===== config.mk =====
export PLATFORM = sky130hd
export DESIGN_NAME = mem_access
export DESIGN_NICKNAME = d
export VERILOG_FILES = /design/src/rtl/mem_access.sv
export SDC_FILE = /design/constraint.sdc
export NUM_CORES = 1
export LEC_CHECK = 0
export CAP_MARGIN = 20
export CORE_AREA = 3 3 129 156
export DETAILED_ROUTE_END_ITERATION = 10
export DIE_AREA = 0 0 132 159
export PLACE_DENSITY = 0.66
export SYNTH_ARGS = -nofsm -noshare
export SYNTH_HDL_FRONTEND = slang
export SYNTH_SLANG_ARGS = --single-unit

===== constraint.sdc =====
create_clock -name clk -period 4.7 [get_ports clk]
set_clock_uncertainty 0.1 [all_clocks]
set_input_delay 0.94 -clock clk [delete_from_list [all_inputs] [get_ports clk]]
set_output_delay 0.94 -clock clk [all_outputs]
set_load 0.05 [all_outputs]

===== src/rtl/mem_access.sv =====
// MEM pipeline stage: forwards ALU results to WB and runs loads/stores over a
// single-master req/ack bus, stalling EX while an access is outstanding.
module mem_access #(
   parameter int unsigned TIMEOUT_CYC = 255
) (
   input  logic        clk,
   input  logic        rst,
   input  logic        ex_valid_i,
   input  logic [4:0]  ex_waddr_i,
   input  logic        ex_we_i,
   input  logic [31:0] ex_wdata_i,
   input  logic [2:0]  ex_memop_i,
   input  logic [31:0] ex_memaddr_i,
   input  logic [31:0] ex_memdata_i,
   output logic        stallreq_o,
   output logic        bus_req_o,
   output logic        bus_we_o,
   output logic [31:0] bus_addr_o,
   output logic [3:0]  bus_sel_o,
   output logic [31:0] bus_wdata_o,
   input  logic [31:0] bus_rdata_i,
   input  logic        bus_ack_i,
   output logic        wb_valid_o,
   output logic [4:0]  wb_waddr_o,
   output logic        wb_we_o,
   output logic [31:0] wb_wdata_o,
   output logic [1:0]  exc_o
);

   typedef enum logic {IDLE, BUSY} state_t;
   typedef enum logic [2:0] {
      OP_NONE = 3'b000,
      OP_LW   = 3'b001,
      OP_LB   = 3'b010,
      OP_LBU  = 3'b011,
      OP_SW   = 3'b100,
      OP_SB   = 3'b101
   } memop_t;

   state_t      state, state_n;
   logic [7:0]  cnt, cnt_n;
   memop_t      l_memop, l_memop_n;
   logic [1:0]  l_off, l_off_n;
   logic [4:0]  l_waddr, l_waddr_n;
   logic        l_we, l_we_n;

   logic        bus_req_n, bus_we_n;
   logic [31:0] bus_addr_n, bus_wdata_n;
   logic [3:0]  bus_sel_n;
   logic        wb_valid_n, wb_we_n;
   logic [4:0]  wb_waddr_n;
   logic [31:0] wb_wdata_n;
   logic [1:0]  exc_n;

   logic        is_lw, is_sw, is_byte, is_mem, misaligned, timeout_hit;
   logic [3:0]  byte_sel;
   logic [7:0]  rd_byte;

   assign is_lw      = (ex_memop_i == OP_LW);
   assign is_sw      = (ex_memop_i == OP_SW);
   assign is_byte    = (ex_memop_i == OP_LB) || (ex_memop_i == OP_LBU) || (ex_memop_i == OP_SB);
   assign is_mem     = is_lw || is_sw || is_byte;
   assign misaligned = (is_lw || is_sw) && (ex_memaddr_i[1:0] != 2'b00);
   assign timeout_hit = (cnt == 8'(TIMEOUT_CYC - 1));

   // Big-endian lanes: byte offset 0 lives in bits 31:24.
   always_comb begin
      byte_sel = 4'b1000;
      case (ex_memaddr_i[1:0])
         2'd0: byte_sel = 4'b1000;
         2'd1: byte_sel = 4'b0100;
         2'd2: byte_sel = 4'b0010;
         2'd3: byte_sel = 4'b0001;
         default: byte_sel = 4'b1000;
      endcase
   end

   always_comb begin
      rd_byte = bus_rdata_i[31:24];
      case (l_off)
         2'd0: rd_byte = bus_rdata_i[31:24];
         2'd1: rd_byte = bus_rdata_i[23:16];
         2'd2: rd_byte = bus_rdata_i[15:8];
         2'd3: rd_byte = bus_rdata_i[7:0];
         default: rd_byte = bus_rdata_i[31:24];
      endcase
   end

   always_comb begin
      state_n     = state;
      cnt_n       = cnt;
      l_memop_n   = l_memop;
      l_off_n     = l_off;
      l_waddr_n   = l_waddr;
      l_we_n      = l_we;
      stallreq_o  = 1'b0;
      bus_req_n   = bus_req_o;
      bus_we_n    = bus_we_o;
      bus_addr_n  = bus_addr_o;
      bus_sel_n   = bus_sel_o;
      bus_wdata_n = bus_wdata_o;
      wb_valid_n  = 1'b0;
      wb_we_n     = 1'b0;
      wb_waddr_n  = wb_waddr_o;
      wb_wdata_n  = wb_wdata_o;
      exc_n       = 2'b00;

      case (state)
         IDLE: begin
            if (ex_valid_i) begin
               if (misaligned) begin
                  wb_valid_n = 1'b1;
                  wb_waddr_n = ex_waddr_i;
                  exc_n      = is_lw ? 2'b01 : 2'b10;
               end else if (is_mem) begin
                  stallreq_o  = 1'b1;
                  state_n     = BUSY;
                  cnt_n       = '0;
                  bus_req_n   = 1'b1;
                  bus_we_n    = (ex_memop_i == OP_SW) || (ex_memop_i == OP_SB);
                  bus_addr_n  = {ex_memaddr_i[31:2], 2'b00};
                  bus_sel_n   = is_byte ? byte_sel : 4'b1111;
                  bus_wdata_n = (ex_memop_i == OP_SB) ? {4{ex_memdata_i[7:0]}} : ex_memdata_i;
                  l_memop_n   = memop_t'(ex_memop_i);
                  l_off_n     = ex_memaddr_i[1:0];
                  l_waddr_n   = ex_waddr_i;
                  l_we_n      = ex_we_i;
               end else begin
                  wb_valid_n = 1'b1;
                  wb_waddr_n = ex_waddr_i;
                  wb_we_n    = ex_we_i;
                  wb_wdata_n = ex_wdata_i;
               end
            end
         end
         BUSY: begin
            if (bus_ack_i) begin
               state_n    = IDLE;
               bus_req_n  = 1'b0;
               wb_valid_n = 1'b1;
               wb_waddr_n = l_waddr;
               case (l_memop)
                  OP_LW: begin
                     wb_we_n    = l_we;
                     wb_wdata_n = bus_rdata_i;
                  end
                  OP_LB: begin
                     wb_we_n    = l_we;
                     wb_wdata_n = {{24{rd_byte[7]}}, rd_byte};
                  end
                  OP_LBU: begin
                     wb_we_n    = l_we;
                     wb_wdata_n = {24'd0, rd_byte};
                  end
                  default: begin
                     wb_we_n    = 1'b0;
                     wb_wdata_n = '0;
                  end
               endcase
            end else if (timeout_hit) begin
               // Final cycle of an abort: release the stall so EX can move on.
               state_n    = IDLE;
               bus_req_n  = 1'b0;
               wb_valid_n = 1'b1;
               wb_waddr_n = l_waddr;
               exc_n      = 2'b11;
            end else begin
               stallreq_o = 1'b1;
               cnt_n      = cnt + 8'd1;
            end
         end
         default: state_n = IDLE;
      endcase
   end

   always_ff @(posedge clk) begin
      if (rst) begin
         state       <= IDLE;
         cnt         <= '0;
         l_memop     <= OP_NONE;
         l_off       <= '0;
         l_waddr     <= '0;
         l_we        <= 1'b0;
         bus_req_o   <= 1'b0;
         bus_we_o    <= 1'b0;
         bus_addr_o  <= '0;
         bus_sel_o   <= '0;
         bus_wdata_o <= '0;
         wb_valid_o  <= 1'b0;
         wb_waddr_o  <= '0;
         wb_we_o     <= 1'b0;
         wb_wdata_o  <= '0;
         exc_o       <= '0;
      end else begin
         state       <= state_n;
         cnt         <= cnt_n;
         l_memop     <= l_memop_n;
         l_off       <= l_off_n;
         l_waddr     <= l_waddr_n;
         l_we        <= l_we_n;
         bus_req_o   <= bus_req_n;
         bus_we_o    <= bus_we_n;
         bus_addr_o  <= bus_addr_n;
         bus_sel_o   <= bus_sel_n;
         bus_wdata_o <= bus_wdata_n;
         wb_valid_o  <= wb_valid_n;
         wb_waddr_o  <= wb_waddr_n;
         wb_we_o     <= wb_we_n;
         wb_wdata_o  <= wb_wdata_n;
         exc_o       <= exc_n;
      end
   end

endmodule


==> metrics.md <==
| Metric | Value |
|---|---|
| Status | `completed` |
| Synthesis warning total | `0` |
| Placed Cells incl. Taps | `between 1,000 and 1,500` |
| Max-slew headroom | `0.2541` |
| Final Hold Viols | `0` |
| Layout Cells excl Fill | `~1,200` |
| CTS-repair resized insts | `0` |
| Final min period | `3669 ps` |
| CTS buffer count | `17` |
| Die area | `about 0.021 mm2` |
| Achievable frequency | `272.6 MHz` |
| Synth area leader | `dfxtp_1` |
| Final Instance Area | `0.009734 mm2` |
| Root buffer cell | `clkbuf_16` |
| Initial Utilization | `0.3473` |
| DR WL/cell | `19.21 um` |
| Area Growth Syn to Fin | `49.21%` |
| Port bufs | `250` |
| Fin Hold WS | `366.7 ps` |
| Height of the die | `roughly 160 um` |
| Synthesized area | `around 0.0065 mm2` |
| Worst vdd rail ir drop | `0.2282 mV` |
| Most common cell in the netlist | `dfxtp_1` |
| Post-DP HPWL | `15,090 um` |
| Yosys reg bits | `129` |
| Core footprint | `0.01879 mm2` |
| Post-Syn Instances | `705` |
| Hold Buf Count CTS | `0` |
| Xor/xnor share of the synthesized area | `0.002685` |
| Via count | `6,350` |
| Pin count of the biggest net entering global routing | `77` |
| Vias per inst | `about 5.4` |
| CP max stage delay | `680 ps` |
| Width of the die | `132 um` |
| Synth Area per Inst | `slightly above 9 um2` |
| LEAKAGE | `3.631 nW` |
| Final Max Slew Viols | `0` |
| Adder-cell share of the synthesized area | `0.003836` |
| WP data arrival | `2630 ps` |
| Critical path class | `in2out` |
| Ordered list of cells on the worst path | `clkdlybuf4s50_1 > nand2b_1 > a21boi_4 > o21ai_0 > nand2_1 > buf_12` |
| TritonCTS clock tree | `yes` |
| Yosys cell types | `54` |
| GRT overflow | `0` |
| HP Class | `reg2reg` |
| Worst-path clk slew | `about 60 ps` |
| Post-route ant nets | `0` |
| Post-route setup slack | `1031 ps` |
| Ys flop type | `dfxtp_1` |
| Drt pass-1 iters | `8` |
| Worst-Skew Late Latency | `410 ps` |
| Vias in the first global route | `6,299` |
| Synth area leaders | `dfxtp_1 (40%), mux2i_1 (9.5%), o211ai_1 (8.5%)` |
| Setup violations, final | `0` |
| Routability cong. | `0.8027` |
| Tcrit/Tclk final | `0.7805` |
| Ports | `253` |
| Unrepaired setup endpoints after global routing | `no` |
| CP Buf/Inv Count | `2` |
| Largest family of logic cells by synthesized area | `compound AO/OA/AOI/OAI gates` |
| Dpl cell area | `0.009116 mm2` |
| Setup bufs post-CTS | `0` |
| Critical path's top delay family | `buffers and inverters` |
| CTS Buffer Depth | `2` |
| GRT Overall Usage | `0.2058` |
| Power Density | `350.2 mW/mm2` |
| Max Cap Violations | `0` |
| Slowest CP cell | `clkdlybuf4s50_1` |
| Critical path peak fanout | `9` |
| Share of cells above drive strength 1 | `0.09041` |
| Post-synthesis mux area share | `0.1038` |
| H-tree Lvls | `4` |
| Cell Rows | `55` |
| First-pass GRT wire length | `35,190 um` |
| NumNets Final | `between 1,000 and 1,500` |
| Post-synth top cells | `dfxtp_1 (129), a21oi_1 (81), o211ai_1 (74)` |
| Drc violations | `0` |
| Synth top area share | `0.3959` |
| Fin Setup TNS | `0 ps` |
| Post-Route WL | `22,570 um` |
| Initial antenna violation count | `1` |
| Data required, critical path | `3660 ps` |
| 1st-iter DRT viols | `307` |
| EDFF count, synth | `0` |
| Post-synthesis sequential area ratio | `0.3959` |
| Sink Count | `~130` |
| Asr flop ratio synth | `0` |
| Synth Area in Simple Gates | `0.1053` |
| Dpl ws | `1062 ps` |
| Crit path capture type | `primary output` |
| Synth Area in Compound Gates | `0.3247` |
| Slew @ Worst Pin | `1119 ps` |
| CP startpoint kind | `input port` |
final cells by class:
type / instances / area, um2
Antenna cell: 1 / 2.502
Multi-Input combinational cell: 490 / 3592
Sequential cell: 129 / 2584
Inverter: 4 / 15.01
Clock buffer: 18 / 439.2
Tap cell: 256 / 320.3
Clock inverter: 14 / 176.4
Timing Repair Buffer: 263 / 2605
Fill cell: 1770 / 9052
cell usage in the layout (no fill, tap or decap), types with 7 or more instances in the layout:
cell	n
o21ai_0	14
o211a_1	24
nor3b_2	7
o31ai_1	50
a22oi_1	7
buf_4	13
clkbuf_16	17
mux2i_1	62
nor2_1	16
a21oi_1	80
dfxtp_1	128
clkdlybuf4s50_1	248
o211ai_1	74
a211oi_2	7
o22ai_1	24
nor2b_1	28
nand2_1	28
where the power goes:
group | internal [mW] | switching [mW] | leakage (nW)
Sequential | 1.16 | 0.0490 | 1.05
Combinational | 0.326 | 0.481 | 2.28
Clock | 0.858 | 0.533 | 0.299
tightest hold or removal path, cell delays in order, from the launching register on:
cell and delay [ps]:
dfxtp_1 310, o31ai_1 60, a21oi_1 60
metal layers:
layer,track usage,vias up,wire length (um)
met4,0.06256,0,396
met1,0.2579,2980,9621
met5,0,-,0
li1,-,3104,-
met2,0.3345,247,10750
met3,0.07080,19,1802
sequential cells by signal, indices dropped and copies added, names as in the netlist, 2 cells and up:
register,cells
wb_waddr_o,5
l_memop,3
bus_addr_o,30
bus_wdata_o,32
l_off,2
l_waddr,5
cnt,8
exc_o,2
wb_wdata_o,32
bus_sel_o,4
path summary, 6_finish.rpt:
kind | start | to | slack [ps] | depth (start not counted)
max | ex_memop_i[2] | stallreq_o | 1030 | 6
min | bus_addr_o[8] | bus_addr_o[8] | 370 | 2
max reg2reg | state | bus_wdata_o[29] | 1670 | 5
min reg2reg | bus_addr_o[8] | bus_addr_o[8] | 370 | 2
kinds of logic after synthesis:
logic type | after synthesis
adder cells (fa/ha/maj) | 2
AO/OA/AOI/OAI | 301
flip-flops | 129
buffers and inverters | 87
multiplexers | 67
XOR/XNOR | 2
other | 1
AND/OR/NAND/NOR | 116
stage by stage:
stage | util | power [mW]
6_report | 0.5181 | 3.409
2_1_floorplan | - | 1.720
3_3_place_gp | 0.4852 | 2.042
4_1_cts | 0.5180 | 3.449
3_5_place_dp | 0.4852 | 2.044
5_1_grt | 0.5181 | 3.538
(Power assumes the default switching activity.)
